### src/rtl/memory_stage_if.sv
// Data-memory port between the M stage (master) and a variable-latency memory (slave).
`timescale 1ns/1ps
interface memory_stage_if #(
  parameter int DATA_W = 19,
  parameter int MEM_AW = 16
);
  // Handshake: the master raises MemReq with MemWe/MemAddr/MemWData and holds all four
  // stable until a cycle where MemReady=1; that cycle completes the transfer, and for
  // reads MemRData is valid only in that cycle. MemReady without MemReq means nothing.
  logic              MemReq;
  logic              MemWe;
  logic [MEM_AW-1:0] MemAddr;
  logic [DATA_W-1:0] MemWData;
  logic              MemReady;
  logic [DATA_W-1:0] MemRData;

  modport master (output MemReq, MemWe, MemAddr, MemWData, input MemReady, MemRData);
  modport slave  (input MemReq, MemWe, MemAddr, MemWData, output MemReady, MemRData);
endinterface

### src/rtl/memory_stage.sv
// M stage: issues loads/stores on a req/ready memory, stalls upstream while an access is
// outstanding, aborts after TIMEOUT cycles, and owns the M/W pipeline register.
`timescale 1ns/1ps
module memory_stage #(
  parameter int DATA_W  = 19,
  parameter int MEM_AW  = 16,
  parameter int TIMEOUT = 15
) (
  input  logic              clk,
  input  logic              reset,
  input  logic              ValidM,
  input  logic              RegWriteM,
  input  logic              MemWriteM,
  input  logic [1:0]        ResultSrcM,
  input  logic [4:0]        RDM,
  input  logic [DATA_W-1:0] ALUResultM,
  input  logic [DATA_W-1:0] WriteDataM,
  memory_stage_if.master    mem,
  output logic              StallM,
  output logic              RegWriteW,
  output logic [1:0]        ResultSrcW,
  output logic [4:0]        RDW,
  output logic [DATA_W-1:0] ALUResultW,
  output logic [DATA_W-1:0] ReadDataW,
  output logic              AddrErr,
  output logic              MemErr,
  output logic              dbg_state
);

  localparam int CW = $clog2(TIMEOUT + 1);

  typedef enum logic {S_IDLE = 1'b0, S_ACCESS = 1'b1} state_e;

  state_e            state_q, state_d;
  logic [CW-1:0]     cnt_q, cnt_d;
  logic              req_q, req_d;
  logic              we_q, we_d;
  logic [MEM_AW-1:0] addr_q, addr_d;
  logic [DATA_W-1:0] wdata_q, wdata_d;
  logic              regwrite_w_q, regwrite_w_d;
  logic [1:0]        resultsrc_w_q, resultsrc_w_d;
  logic [4:0]        rd_w_q, rd_w_d;
  logic [DATA_W-1:0] aluresult_w_q, aluresult_w_d;
  logic [DATA_W-1:0] readdata_w_q, readdata_w_d;
  logic              addr_err_q, addr_err_d;
  logic              mem_err_q, mem_err_d;

  logic              memop, bad, stall;
  logic [1:0]        src_norm;

  always_comb begin
    memop    = ValidM & (MemWriteM | (ResultSrcM == 2'b01));
    bad      = memop & (|ALUResultM[DATA_W-1:MEM_AW]);
    // Reserved select codes are passed to Writeback as "ALU result".
    src_norm = ResultSrcM[1] ? 2'b00 : ResultSrcM;

    state_d       = state_q;
    cnt_d         = cnt_q;
    req_d         = req_q;
    we_d          = we_q;
    addr_d        = addr_q;
    wdata_d       = wdata_q;
    regwrite_w_d  = regwrite_w_q;
    resultsrc_w_d = resultsrc_w_q;
    rd_w_d        = rd_w_q;
    aluresult_w_d = aluresult_w_q;
    readdata_w_d  = readdata_w_q;
    addr_err_d    = addr_err_q;
    mem_err_d     = mem_err_q;
    stall         = 1'b0;

    case (state_q)
      S_IDLE: begin
        if (memop && !bad) begin
          stall        = 1'b1;
          regwrite_w_d = 1'b0;
          req_d        = 1'b1;
          we_d         = MemWriteM;
          addr_d       = ALUResultM[MEM_AW-1:0];
          wdata_d      = WriteDataM;
          cnt_d        = '0;
          state_d      = S_ACCESS;
        end else begin
          regwrite_w_d  = RegWriteM & ValidM & ~bad;
          resultsrc_w_d = src_norm;
          rd_w_d        = RDM;
          aluresult_w_d = ALUResultM;
          readdata_w_d  = '0;
          if (bad) addr_err_d = 1'b1;
        end
      end
      S_ACCESS: begin
        if (mem.MemReady || cnt_q == CW'(TIMEOUT - 1)) begin
          // Ready beats the timeout when both land in the same cycle.
          req_d         = 1'b0;
          we_d          = 1'b0;
          addr_d        = '0;
          wdata_d       = '0;
          state_d       = S_IDLE;
          resultsrc_w_d = src_norm;
          rd_w_d        = RDM;
          aluresult_w_d = ALUResultM;
          if (mem.MemReady) begin
            regwrite_w_d = RegWriteM & ValidM;
            readdata_w_d = we_q ? '0 : mem.MemRData;
          end else begin
            regwrite_w_d = 1'b0;
            readdata_w_d = '0;
            mem_err_d    = 1'b1;
          end
        end else begin
          stall        = 1'b1;
          regwrite_w_d = 1'b0;
          cnt_d        = cnt_q + CW'(1);
        end
      end
      default: state_d = S_IDLE;
    endcase
  end

  always_ff @(posedge clk or negedge reset) begin
    if (!reset) begin
      state_q       <= S_IDLE;
      cnt_q         <= '0;
      req_q         <= 1'b0;
      we_q          <= 1'b0;
      addr_q        <= '0;
      wdata_q       <= '0;
      regwrite_w_q  <= 1'b0;
      resultsrc_w_q <= 2'b00;
      rd_w_q        <= '0;
      aluresult_w_q <= '0;
      readdata_w_q  <= '0;
      addr_err_q    <= 1'b0;
      mem_err_q     <= 1'b0;
    end else begin
      state_q       <= state_d;
      cnt_q         <= cnt_d;
      req_q         <= req_d;
      we_q          <= we_d;
      addr_q        <= addr_d;
      wdata_q       <= wdata_d;
      regwrite_w_q  <= regwrite_w_d;
      resultsrc_w_q <= resultsrc_w_d;
      rd_w_q        <= rd_w_d;
      aluresult_w_q <= aluresult_w_d;
      readdata_w_q  <= readdata_w_d;
      addr_err_q    <= addr_err_d;
      mem_err_q     <= mem_err_d;
    end
  end

  // Gated by reset so upstream is released while reset is held, whatever sits in M.
  assign StallM       = reset & stall;
  assign mem.MemReq   = req_q;
  assign mem.MemWe    = we_q;
  assign mem.MemAddr  = addr_q;
  assign mem.MemWData = wdata_q;
  assign RegWriteW    = regwrite_w_q;
  assign ResultSrcW   = resultsrc_w_q;
  assign RDW          = rd_w_q;
  assign ALUResultW   = aluresult_w_q;
  assign ReadDataW    = readdata_w_q;
  assign AddrErr      = addr_err_q;
  assign MemErr       = mem_err_q;
  assign dbg_state    = state_q;

endmodule
### src/flat_wrapper.sv
// flat-port wrapper written by rule: the top's interface ports become plain ports
module memory_stage_flat 
#(
  parameter int DATA_W  = 19,
  parameter int MEM_AW  = 16,
  parameter int TIMEOUT = 15
)
  (clk, reset, ValidM, RegWriteM, MemWriteM, ResultSrcM, RDM, ALUResultM, WriteDataM, StallM, RegWriteW, ResultSrcW, RDW, ALUResultW, ReadDataW, AddrErr, MemErr, dbg_state, mem_MemReq, mem_MemWe, mem_MemAddr, mem_MemWData, mem_MemReady, mem_MemRData);
  memory_stage_if #(.DATA_W(DATA_W), .MEM_AW(MEM_AW)) mem_i ();
  input  logic clk;
  input  logic reset;
  input  logic ValidM;
  input  logic RegWriteM;
  input  logic MemWriteM;
  input  logic [1:0] ResultSrcM;
  input  logic [4:0] RDM;
  input  logic [DATA_W-1:0] ALUResultM;
  input  logic [DATA_W-1:0] WriteDataM;
  output logic StallM;
  output logic RegWriteW;
  output logic [1:0] ResultSrcW;
  output logic [4:0] RDW;
  output logic [DATA_W-1:0] ALUResultW;
  output logic [DATA_W-1:0] ReadDataW;
  output logic AddrErr;
  output logic MemErr;
  output logic dbg_state;
  output wire logic [$bits(mem_i.MemReq)-1:0] mem_MemReq;
  output wire logic [$bits(mem_i.MemWe)-1:0] mem_MemWe;
  output wire logic [$bits(mem_i.MemAddr)-1:0] mem_MemAddr;
  output wire logic [$bits(mem_i.MemWData)-1:0] mem_MemWData;
  input wire logic [$bits(mem_i.MemReady)-1:0] mem_MemReady;
  input wire logic [$bits(mem_i.MemRData)-1:0] mem_MemRData;
  assign mem_MemReq = mem_i.MemReq;
  assign mem_MemWe = mem_i.MemWe;
  assign mem_MemAddr = mem_i.MemAddr;
  assign mem_MemWData = mem_i.MemWData;
  assign mem_i.MemReady = mem_MemReady;
  assign mem_i.MemRData = mem_MemRData;
  memory_stage #(.DATA_W(DATA_W), .MEM_AW(MEM_AW), .TIMEOUT(TIMEOUT)) u_core (.clk(clk), .reset(reset), .ValidM(ValidM), .RegWriteM(RegWriteM), .MemWriteM(MemWriteM), .ResultSrcM(ResultSrcM), .RDM(RDM), .ALUResultM(ALUResultM), .WriteDataM(WriteDataM), .mem(mem_i), .StallM(StallM), .RegWriteW(RegWriteW), .ResultSrcW(ResultSrcW), .RDW(RDW), .ALUResultW(ALUResultW), .ReadDataW(ReadDataW), .AddrErr(AddrErr), .MemErr(MemErr), .dbg_state(dbg_state));
endmodule
### config.mk
export PLATFORM = sky130hd
export DESIGN_NAME = memory_stage_flat
export DESIGN_NICKNAME = d
export VERILOG_FILES = /design/src/rtl/memory_stage_if.sv /design/src/rtl/memory_stage.sv /design/src/flat_wrapper.sv
export SDC_FILE = /design/constraint.sdc
export NUM_CORES = 1
export LEC_CHECK = 0
export CAP_MARGIN = 20
export CORE_MARGIN = 5
export CORE_UTILIZATION = 40
export CTS_CLUSTER_DIAMETER = 120
export DETAILED_ROUTE_END_ITERATION = 6
export PLACE_DENSITY = 0.88
export SETUP_SLACK_MARGIN = 0.02
export SKIP_LAST_GASP = 1
export SYNTH_ARGS = -nofsm -noshare
export SYNTH_HDL_FRONTEND = slang
export SYNTH_SLANG_ARGS = --single-unit
### constraint.sdc
create_clock -name clk -period 6.4 [get_ports clk]
set_input_delay 1.92 -clock clk [delete_from_list [all_inputs] [get_ports clk]]
set_output_delay 1.92 -clock clk [all_outputs]
set_load 0.1 [all_outputs]
==> qor_table.md, run 1 <==
| Metric | Value |
|---|---|
| Die Y-Extent | 104 µm |
| Type of the most critical hold path | reg -> reg |
| Top Family by Delay on Critical Path | simple AND/OR/NAND/NOR gates |
| H-tree levels | 3 |
| Setup repair after global routing missed its margin | false |
| Cts bufs inserted | 9 |
| Global-route wire length before repair | 16,200 µm |
| Power density over the cells | 333 nW/µm² |
| Clock tree from TritonCTS | yes |
| Most common library cells after synthesis | 89 x dfrtp_1, 74 x nand2_1, 40 x nand3_1 |
| Final nets | 519 |
| Crit path max fanout | 10 |
| Complex-gate fraction of the synthesized area | 0.0796 |
| Cell with the biggest individual delay on the critical path | clkdlybuf4s50_1 |
| Vias after detailed routing | 2,806 |
| Synthesized area divided by synthesized cell count | 12.0 µm² |
| Ratio of final minimum period to clock period | 0.845 |
| Area of the core | 8680 µm² |
| Final Setup Violations | 0 |
| Setup crit end kind | output port |
| Total Die Area | 10,800 µm² |
| Count of final hold-check violations | 0 |
| Estimated wirelength of the detail-placed design | 6820 µm |
| Top cells by area in the synthesized netlist | dfrtp_1 63%, nand2_1 7.9%, mux2_4 6.8% |
| Run status | finished, final reports clean |
| Fin Setup TNS | 0 ns |
| Crit path buf inv count | 2 |
| Sequential cell area fraction in the yosys report | 0.629 |
| Number of I/O pins | 157 |
| Growth of design area from synthesis to finish | 53.6% |
| Post-cts hold buffer count | 0 |
| Number of maximum-capacitance constraint violations | 0 |
| FF+latch count, synth | 89 |
| Main synth FF type | dfrtp_1 |
| Post-synthesis cell type with the largest combined area | dfrtp_1 |
| Routed WL | 9650 µm |
| PostCTS Resize Cnt | 0 |
| Static Leakage | 0.00251 µW |
| Final ANT Viol Nets | 0 |
| Part of the power in combinational logic | 0.379 |
| Setup CP Type | in -> out |
| Post-synth EDFFs | 0 |
| Switching Fraction | 0.414 |
| Clock buffer depth | 2 |
| Number of violations reported at the end of detailed-routing iteration 0 | 102 |
| Syn. warnings | 0 |
| Share of Yosys cell area claimed by the top area cell type | 0.629 |
| ANT cells | 0 |
| Last weighted congestion value of the routability-driven placer | 0.738 |
| Arrival time of the worst setup path | 3.49 ns |
| Final Max Tran Viols | 0 |
| Clock latency of the later-clocked register in the worst-skew pair | 0.35 ns |
| Largest incremental delay on the critical path | 0.50 ns |
| Cell row count | 34 |
| Final routed wire length divided by cell count | 17.2 µm |
| Crit path time final | 5.41 ns |
| Number of antenna violations at the first check in global routing | 0 |
| All-layer global routing usage | 0.184 |
| Worst Hold Margin | 0.484 ns |
| Fraction of layout instances using a drive strength above 1 | 0.108 |
| Startpoint class of the critical path | primary input |
| Relative contribution of sequential cells to total power | 0.363 |
| Async set or reset register ratio after synthesis | 1.00 |
| Vias per inst | 5.01 |
| Cell-by-cell trace of the critical path | clkdlybuf4s50_1, nand2b_1, nand2b_1, nand2_4, and2_1, buf_12 |
| Horizontal die dimension | 104 µm |
| Number of buffers added on ports | 155 |
| # Post-CTS Setup Buffers | 0 |
| Measured slew at the worst slew-check pin | 1.01 ns |
| Switch Pwr | 748 µW |
| Total congestion overflow after global routing | 0 |
| Clock transition at the register clock pins on the worst setup and hold paths after CTS | 0.08 ns |
| Share of the synthesized netlist area taken by xor and xnor gates | 0 |
| TritonCTS Sinks | 89 |
| Netlist area before placement | 3540 µm² |
| Number of remaining DRC errors | 0 |
| Number of global-route vias before repair | 3,069 |
| Worst relative slew slack | 0.325 |
| Fraction of the mapped netlist area in adder cells | 0.00707 |
| CTS root buffer | clkbuf_8 |
| Largest voltage drop on the vdd net | 0.000248 V |
| Gate Count Post-Synth | 295 |
| Clock power share | 0.258 |
| Mux cell area share after synthesis | 0.0902 |
| Internal power component | 1060 µW |
| Setup clock skew after layout | 0.0104 ns |
| Initial core utilization | 0.408 |
| Dominant combinational cell family by area after synthesis | simple AND/OR/NAND/NOR gates |
| Simple-gate portion of the synthesized area | 0.161 |
| Leading cell type by number of instances after synthesis | dfrtp_1 |
| Maximum clock frequency | 185 MHz |
| Number of distinct library cells after synthesis | 32 |
| Most Frequent Cell on Critical Path | nand2b_1 |
| Pin count of the biggest net entering global routing | 47 |
| Net Count, Synth | 367 |
| Required time at the endpoint of the critical path | 4.48 ns |
| DRT Pass-1 Iters | 4 |
[layout by cell type, fill, tap and decap left out, drive strengths merged]
cell           count
clkinv             1
and4               1
o21ai              4
and3b              1
o21bai             2
and2               1
a21o               1
clkinvlp           1
nand3             40
a32o               2
nand2             75
nor3               2
o211ai             1
clkdlybuf4s50    153
and3               1
mux2              23
nor2b              2
bufinv             3
dfrtp             89
nand2b             3
clkbuf            11
o211a              1
nor2               1
buf                7
a22o              22
inv                1
conb               1
ha                 2
[cell type report]
cell class | instances | area (µm²)
fill | 711 | 3240
sequential | 89 | 2230
timing repair buffer | 160 | 1620
multi-input combinational | 186 | 1210
clock buffer | 11 | 141
tap | 108 | 135
clock inverter | 5 | 103
inverter | 1 | 3.75
[through the flow]
stage	cell area [µm²]	cells	setup WS, ns	power [µW]	utilization
detailed placement	5190	544	1.01	1360	0.598
floorplan	3540	295	1.02	1150	-
CTS	5430	560	0.997	1820	0.626
global route	5430	560	0.900	1870	0.626
global placement	5160	543	1.06	1350	0.595
finish	5430	560	0.995	1810	0.626
[final timing paths]
path	from	to	slack (ns)	depth (start not counted)
setup / recovery	mem_MemReady	StallM	0.99	6
hold / removal	u_core.MemErr	u_core.MemErr	0.48	1
setup reg to reg	u_core.cnt_q[0]	u_core.RDW[3]	4.17	7
max in group asynchronous	reset	u_core.ALUResultW[9]	3.82	2
hold reg to reg	u_core.MemErr	u_core.MemErr	0.48	1
min in group asynchronous	reset	u_core.mem.MemAddr[7]	1.56	1
[power by group through the flow]
stage	combinational (µW)	clock (µW)	sequential (µW)
6_report	686	466	656
5_1_grt	709	502	663
4_1_cts	691	477	656
3_5_place_dp	690	0	665
3_3_place_gp	682	0	664
2_1_floorplan	75.2	0	1080
[kinds of logic (layout without fill, tap and decap cells)]
| kind of cell | after synthesis | count (layout) |
|---|---|---|
| simple gates | 127 | 127 |
| flops | 89 | 89 |
| compound gates | 33 | 33 |
| mux | 23 | 23 |
| buf+inv | 20 | 177 |
| fa+ha+maj | 2 | 2 |
| other cells | 1 | 1 |
[sequential cells by signal, indices dropped and copies added, names as in the netlist]
name	flops
u_core.ResultSrcW	1
u_core.AddrErr	1
u_core.RDW	5
u_core.mem.MemWe	1
u_core.mem.MemWData	19
u_core.RegWriteW	1
u_core.ALUResultW	19
u_core.mem.MemReq	1
u_core.mem.MemAddr	16
u_core.dbg_state	1
u_core.MemErr	1
u_core.ReadDataW	19
u_core.cnt_q	4
[worst reg2reg max path, cell delays in order, from the launching register on]
cell	delay, ns
dfrtp_1	0.41
inv_1	0.06
ha_1	0.20
nand3_1	0.11
nand2b_1	0.26
nand2_4	0.13
buf_4	0.52
mux2_2	0.42
[layer usage]
metal  up-vias  part of all wire  track usage  wire, µm
met5         -                 0            0         0
li1       1308                 -            -         -
met2       106              0.51        0.303      4960
met4         0             0.023       0.0860       224
met3        22             0.053       0.0472       507
met1      1370              0.41        0.226      3970
Power figures use the tool's default switching activity.
==> run 2, diff against run 1 <==
==> constraint.sdc (replaced) <==
create_clock -name clk -period 5.6 [get_ports clk]
set_input_delay 1.68 -clock clk [delete_from_list [all_inputs] [get_ports clk]]
set_output_delay 1.68 -clock clk [all_outputs]
set_load 0.1 [all_outputs]
==> run 2 against run 1 <==
Compared with the run above:
- routed wire length rose by 2.5%
- power rose by 7.8%
- sequential cell count did not move
- register-to-register slack got worse by 0.81 ns
- sequential power rose by 14%
- combinational power rose by 15%
- die area did not move
- final cell count fell by 0.54%
- critical endpoint unchanged
- count of clock-buffer cells in the layout fell by 2
- worst setup slack got worse by 0.31 ns
- sequential share of layout area rose by 0.55 points
==> qor_table.md, run 2 (synthesis gave the netlist of run 1 again) <==
| Metric | Value | vs previous |
|---|---|---|
| Pre-CTS setup slack | 0.713 ns | -0.299 ns |
| Area of the core | 8680 µm² | unchanged |
| Post-cts hold buffer count | 0 | unchanged |
| Cell row count | 34 | unchanged |
| Timing endpoint of the critical path | StallM |  |
| Run status | finished, final reports clean |  |
| Cell-by-cell trace of the critical path | clkdlybuf4s50_1, nand2b_1, nand2b_1, nand2_4, and2_1, buf_12 |  |
| Die Y-Extent | 104 µm | unchanged |
| Number of violations reported at the end of detailed-routing iteration 0 | 73 | -28% |
| # Post-CTS Setup Buffers | 0 | unchanged |
| Setup clock skew after layout | 0.0139 ns | +0.00346 ns |
| Number of antenna violations at the first check in global routing | 0 | unchanged |
| Final Setup Violations | 0 | unchanged |
| Reg-to-reg startpoint | u_core.cnt_q[0] |  |
| Placed cell count | 544 | unchanged |
| Largest incremental delay on the critical path | 0.49 ns | about the same |
| Crit path from | mem_MemReady |  |
| Final ANT Viol Nets | 0 | unchanged |
| Ratio of final minimum period to clock period | 0.877 |  |
| Maximum clock frequency | 204 MHz |  |
| Count of final hold-check violations | 0 | unchanged |
| Vias per inst | 5.11 | +1.9% |
| Overall power | 1950 µW | +7.8% |
| Uppermost layer routed | met4 |  |
| Crit path max fanout | 10 | unchanged |
| Last weighted congestion value of the routability-driven placer | 0.738 | about the same |
| Length of routed met3 wiring | 458 µm | -9.7% |
| Clock buffer depth | 2 | unchanged |
| TritonCTS Sinks | 89 | unchanged |
| Number of remaining DRC errors | 0 | unchanged |
| Initial core utilization | 0.408 | unchanged |
| Final nets | 519 | unchanged |
| Met2 WL | 5200 µm | +4.9% |
| Number of cells on the critical path | 6 | unchanged |
| Static Leakage | 0.00247 µW | -1.3% |
| Cts bufs inserted | 9 | unchanged |
| Fin Setup TNS | 0 ns | unchanged |
| Required time at the endpoint of the critical path | 3.92 ns | -0.56 ns |
| Horizontal die dimension | 104 µm | unchanged |
| Vias after detailed routing | 2,844 | +1.4% |
| Power density over the cells | 364 nW/µm² | +9.3% |
| Layout fillers | 719 | +1.1% |
| Most Frequent Cell on Critical Path | nand2b_1 |  |
| Clock transition at the register clock pins on the worst setup and hold paths after CTS | 0.09 ns | about the same |
| Number of buffers added on ports | 155 | unchanged |
| Pin count of the biggest net entering global routing | 48 | +2.1% |
| Worst relative slew slack | 0.314 | -0.0113 |
| Number of global-route vias before repair | 3,085 | +0.52% |
| Number of cell instances on the worst register-to-register path | 7 | unchanged |
| Final worst setup slack | 0.689 ns | -0.306 ns |
| Most common cell after layout, fill and taps aside | clkdlybuf4s50_1 |  |
| H-tree levels | 3 | unchanged |
| Reg2reg setup slack | 3.36 ns | -0.81 ns |
| Largest voltage drop on the vdd net | 0.000261 V | +5.2% |
| Setup repair after global routing missed its margin | false |  |
| Cell with the biggest individual delay on the critical path | clkdlybuf4s50_1 |  |
| Number of instances on the worst hold path | 1 | unchanged |
| PostCTS Resize Cnt | 0 | unchanged |
| Type of the most critical hold path | reg -> reg |  |
| Routed length on met1 | 3960 µm | -0.20% |
| Number of maximum-capacitance constraint violations | 0 | unchanged |
| Routed WL | 9900 µm | +2.5% |
| Clock latency of the later-clocked register in the worst-skew pair | 0.35 ns | about the same |
| Most frequent cells in the layout | 153 x clkdlybuf4s50_1, 89 x dfrtp_1, 74 x nand2_1 |  |
| Growth of design area from synthesis to finish | 51.5% |  |
| Total Die Area | 10,800 µm² | unchanged |
| Measured slew at the worst slew-check pin | 1.03 ns | +0.0169 ns |
| Startpoint class of the critical path | primary input |  |
| All-layer global routing usage | 0.187 | +0.00316 |
| Clock tree from TritonCTS | yes |  |
| CTS root buffer | clkbuf_8 |  |
| ANT cells | 0 | unchanged |
| Total congestion overflow after global routing | 0 | unchanged |
| Setup CP Type | in -> out |  |
| Number of I/O pins | 157 | unchanged |
| Global-route wire length before repair | 16,400 µm | +1.2% |
| Crit path buf inv count | 2 | unchanged |
| Final routed wire length divided by cell count | 17.8 µm | +3.0% |
| Setup crit end kind | output port |  |
| Crit path time final | 4.91 ns |  |
| DRT Pass-1 Iters | 4 | unchanged |
| Arrival time of the worst setup path | 3.23 ns | -0.26 ns |
| Capture instance of the worst register-to-register path | u_core.RDW[3] |  |
| Fraction of layout instances using a drive strength above 1 | 0.105 | -0.00373 |
| Final Max Tran Viols | 0 | unchanged |
| Top Family by Delay on Critical Path | simple AND/OR/NAND/NOR gates |  |
| Final instance count without filler cells | 557 | -0.54% |
| Finished Core Util | 0.618 | -0.00836 |
| Estimated wirelength of the detail-placed design | 7100 µm | +4.2% |
run 2: cell types whose count changed in the layout (fill, tap and decap cells not counted), sizes merged:
cell    previous run  this run
clkinv             1         2
bufinv             3         1
clkbuf            11         9
run 2: per-layer routing:
layer | global-route usage | vias up
li1 | - | 1310
met1 | 0.216 | 1420
met2 | 0.328 | 95
met3 | 0.0466 | 19
met4 | 0.0805 | 0
met5 | 0 | -
run 2: worst min path at each step:
stage / start / endpoint / slack, ns
detailed placement: u_core.MemErr / u_core.MemErr / 0.47
floorplan: u_core.cnt_q[0] / u_core.cnt_q[0] / 0.51
finish: u_core.MemErr / u_core.MemErr / 0.49
CTS: u_core.MemErr / u_core.MemErr / 0.49
global route: u_core.mem.MemWData[15] / u_core.mem.MemWData[15] / 0.52
global placement: u_core.AddrErr / u_core.AddrErr / 0.47
run 2: area by class of cell:
type                    instances  area [µm²]  area share
repair buffers                160        1620       0.302
well taps                     108         135      0.0252
flip-flops and latches         89        2230       0.415
clock inverters                 4        47.5     0.00887
clock buffers                   9         124      0.0231
multi-input cells             186        1210       0.225
inverters                       1        3.75    0.000700
run 2: power by group:
group,internal [µW],switching [µW]
Clock,198,215
Combinational,194,592
Sequential,709,41.6
Total,1100,848
run 2: stage by stage:
step / area [µm²] / hold WS [ns]
floorplan: 3540 / 0.506
global placement: 5160 / 0.474
detailed placement: 5190 / 0.474
CTS: 5360 / 0.494
global route: 5360 / 0.523
finish: 5360 / 0.492
==> run 3, diff against run 2 <==
--- a/config.mk
+++ b/config.mk
@@ -11,6 +11,7 @@
 export CTS_CLUSTER_DIAMETER = 120
 export DETAILED_ROUTE_END_ITERATION = 6
 export PLACE_DENSITY = 0.88
+export REMOVE_ABC_BUFFERS = 1
 export SETUP_SLACK_MARGIN = 0.02
 export SKIP_LAST_GASP = 1
 export SYNTH_ARGS = -nofsm -noshare
==> run 3 against run 2 <==
Compared with the run above:
- first-iteration DRC count rose by 59%
- core utilization rose by 0.22 points
- sequential power barely moved
- register-to-register slack barely moved
==> qor_table.md, run 3 (synthesis gave the netlist of run 1 again) <==
| Metric | Value | vs previous |
|---|---|---|
| Run status | finished, final reports clean |  |
| Horizontal die dimension | 104 µm | unchanged |
| Footprint of the multi-input gates | 1210 µm² | unchanged |
| Top Family by Delay on Critical Path | simple AND/OR/NAND/NOR gates |  |
| Cell with the biggest individual delay on the critical path | clkdlybuf4s50_1 |  |
| TritonCTS Sinks | 89 | unchanged |
| # Post-CTS Setup Buffers | 0 | unchanged |
| Number of cells on the critical path | 6 | unchanged |
| Final nets | 520 | +0.19% |
| Part of the power in combinational logic | 0.403 | about the same |
| Power density over the cells | 363 nW/µm² | -0.12% |
| Maximum clock frequency | 202 MHz | -1.0% |
| Area used by sequential logic in the layout | 2230 µm² | unchanged |
| Final ANT Viol Nets | 0 | unchanged |
| Global-route wire length before repair | 16,400 µm | about the same |
| Vias after detailed routing | 2,780 | -2.3% |
| CTS root buffer | clkbuf_8 |  |
| Vias per inst | 4.97 | -2.6% |
| DRT Pass-1 Iters | 5 | +1 |
| Final routed wire length divided by cell count | 17.9 µm | +0.86% |
| Clock buffer depth | 2 | unchanged |
| Total congestion overflow after global routing | 0 | unchanged |
| Final Setup Violations | 0 | unchanged |
| Cts bufs inserted | 9 | unchanged |
| Setup crit end kind | output port |  |
| Post-cts hold buffer count | 0 | unchanged |
| Type of the most critical hold path | reg -> reg |  |
| Largest voltage drop on the vdd net | 0.000239 V | -8.3% |
| Count of final hold-check violations | 0 | unchanged |
| Number of cell instances on the worst register-to-register path | 7 | unchanged |
| Last weighted congestion value of the routability-driven placer | 0.808 | +9.4% |
| Die Y-Extent | 104 µm | unchanged |
| Number of violations reported at the end of detailed-routing iteration 0 | 116 | +59% |
| Largest incremental delay on the critical path | 0.51 ns | +0.02 ns |
| Ratio of final minimum period to clock period | 0.886 | +0.00895 |
| Static Leakage | 0.00248 µW | +0.28% |
| Clock latency of the later-clocked register in the worst-skew pair | 0.34 ns | about the same |
| Number of I/O pins | 157 | unchanged |
| Pin count of the biggest net entering global routing | 84 | +75% |
| Setup CP Type | in -> out |  |
| Pre-CTS setup slack | 0.663 ns | -0.0498 ns |
| Setup clock skew after layout | 0.0146 ns | +0.000698 ns |
| Growth of design area from synthesis to finish | 52.1% |  |
| Crit path time final | 4.96 ns | +0.0501 ns |
| Most frequent cells in the layout | 153 x clkdlybuf4s50_1, 89 x dfrtp_1, 74 x nand2_1 |  |
| Final worst setup slack | 0.639 ns | -0.0501 ns |
| Crit path max fanout | 10 | unchanged |
| Required time at the endpoint of the critical path | 3.92 ns | about the same |
| Relative contribution of sequential cells to total power | 0.384 | about the same |
| Estimated wirelength of the detail-placed design | 7300 µm | +2.8% |
| Number of remaining DRC errors | 0 | unchanged |
| Final Max Tran Viols | 0 | unchanged |
| Fraction of layout instances using a drive strength above 1 | 0.109 | +0.00397 |
| Worst Hold Margin | 0.498 ns | +0.00539 ns |
| Worst relative slew slack | 0.324 | +0.0102 |
| Cell row count | 34 | unchanged |
| Arrival time of the worst setup path | 3.28 ns | +0.05 ns |
| Layout fillers | 732 | +1.8% |
| Routed WL | 10,000 µm | +1.2% |
| Number of buffers added on ports | 155 | unchanged |
| Clock tree from TritonCTS | yes |  |
| Startpoint class of the critical path | primary input |  |
| Crit path buf inv count | 2 | unchanged |
| Most Frequent Cell on Critical Path | nand2b_1 |  |
| Setup repair after global routing missed its margin | false |  |
| H-tree levels | 3 | unchanged |
| Switching Fraction | 0.434 | -0.00140 |
| Cell-by-cell trace of the critical path | clkdlybuf4s50_1, nand2b_1, nand2b_1, nand2_4, and2_1, buf_12 |  |
| Clock power share | 0.213 | about the same |
| Internal power component | 1110 µW | +0.48% |
| Area of the core | 8680 µm² | unchanged |
| Number of antenna violations at the first check in global routing | 0 | unchanged |
| Number of global-route vias before repair | 3,033 | -1.7% |
| All-layer global routing usage | 0.186 | -0.000831 |
| Switch Pwr | 847 µW | about the same |
| PostCTS Resize Cnt | 0 | unchanged |
| Number of instances on the worst hold path | 1 | unchanged |
| Measured slew at the worst slew-check pin | 1.01 ns | -0.0153 ns |
| Most common cell after layout, fill and taps aside | clkdlybuf4s50_1 |  |
| Total Die Area | 10,800 µm² | unchanged |
| Initial core utilization | 0.408 | unchanged |
| Clock transition at the register clock pins on the worst setup and hold paths after CTS | 0.10 ns | about the same |
| ANT cells | 0 | unchanged |
| Number of maximum-capacitance constraint violations | 0 | unchanged |
[run 3: layout make-up]
class                           count  area share
Clock buffer                        9      0.0230
Clock inverter                      5      0.0109
Inverter                            1    0.000698
Multi-Input combinational cell    186       0.224
Sequential cell                    89       0.414
Tap cell                          108      0.0251
Timing Repair Buffer              161       0.302
[run 3: final timing paths]
check                           slack, ns       startpoint              endpoint
worst max-delay path                 0.64     mem_MemReady                StallM
worst min-delay path                 0.50   u_core.AddrErr        u_core.AddrErr
worst max register to register       3.37  u_core.cnt_q[0]  u_core.ALUResultW[0]
worst min register to register       0.50   u_core.AddrErr        u_core.AddrErr
max in group asynchronous            3.51            reset     u_core.mem.MemReq
min in group asynchronous            1.13            reset  u_core.ReadDataW[12]
[run 3: power groups by stage]
stage | clock, µW | combinational (µW) | sequential (µW)
after floorplan | 0 | 81.9 | 1230
after global placement | 0 | 780 | 758
after detailed placement | 0 | 791 | 761
after CTS | 430 | 792 | 750
after global routing | 455 | 813 | 759
final | 416 | 788 | 749
[run 3: metrics by stage]
step,util,power (µW),setup TNS [ns],cells,instance area (µm²)
finish,0.620,1950,0,559,5380
global route,0.620,2030,0,559,5380
CTS,0.617,1970,0,558,5350
detailed placement,0.596,1550,0,544,5170
global placement,0.596,1540,0,544,5170
floorplan,-,1310,-0.0307,276,3430
[run 3: worst reg2reg max path, cell delays in order, from the launching register on]
cell and delay, ns:
dfrtp_1 0.41, inv_1 0.06, ha_1 0.20, nand3_1 0.10
nand2b_1 0.25, nand2_4 0.13, buf_4 0.52, mux2_2 0.43
[run 3: per-layer routing]
layer | vias to the layer above | track usage | wire length, µm
met3 | 13 | 0.0366 | 412
met1 | 1383 | 0.224 | 4020
met2 | 78 | 0.331 | 5410
met4 | 0 | 0.0648 | 176
met5 | - | 0 | 0
li1 | 1306 | - | -
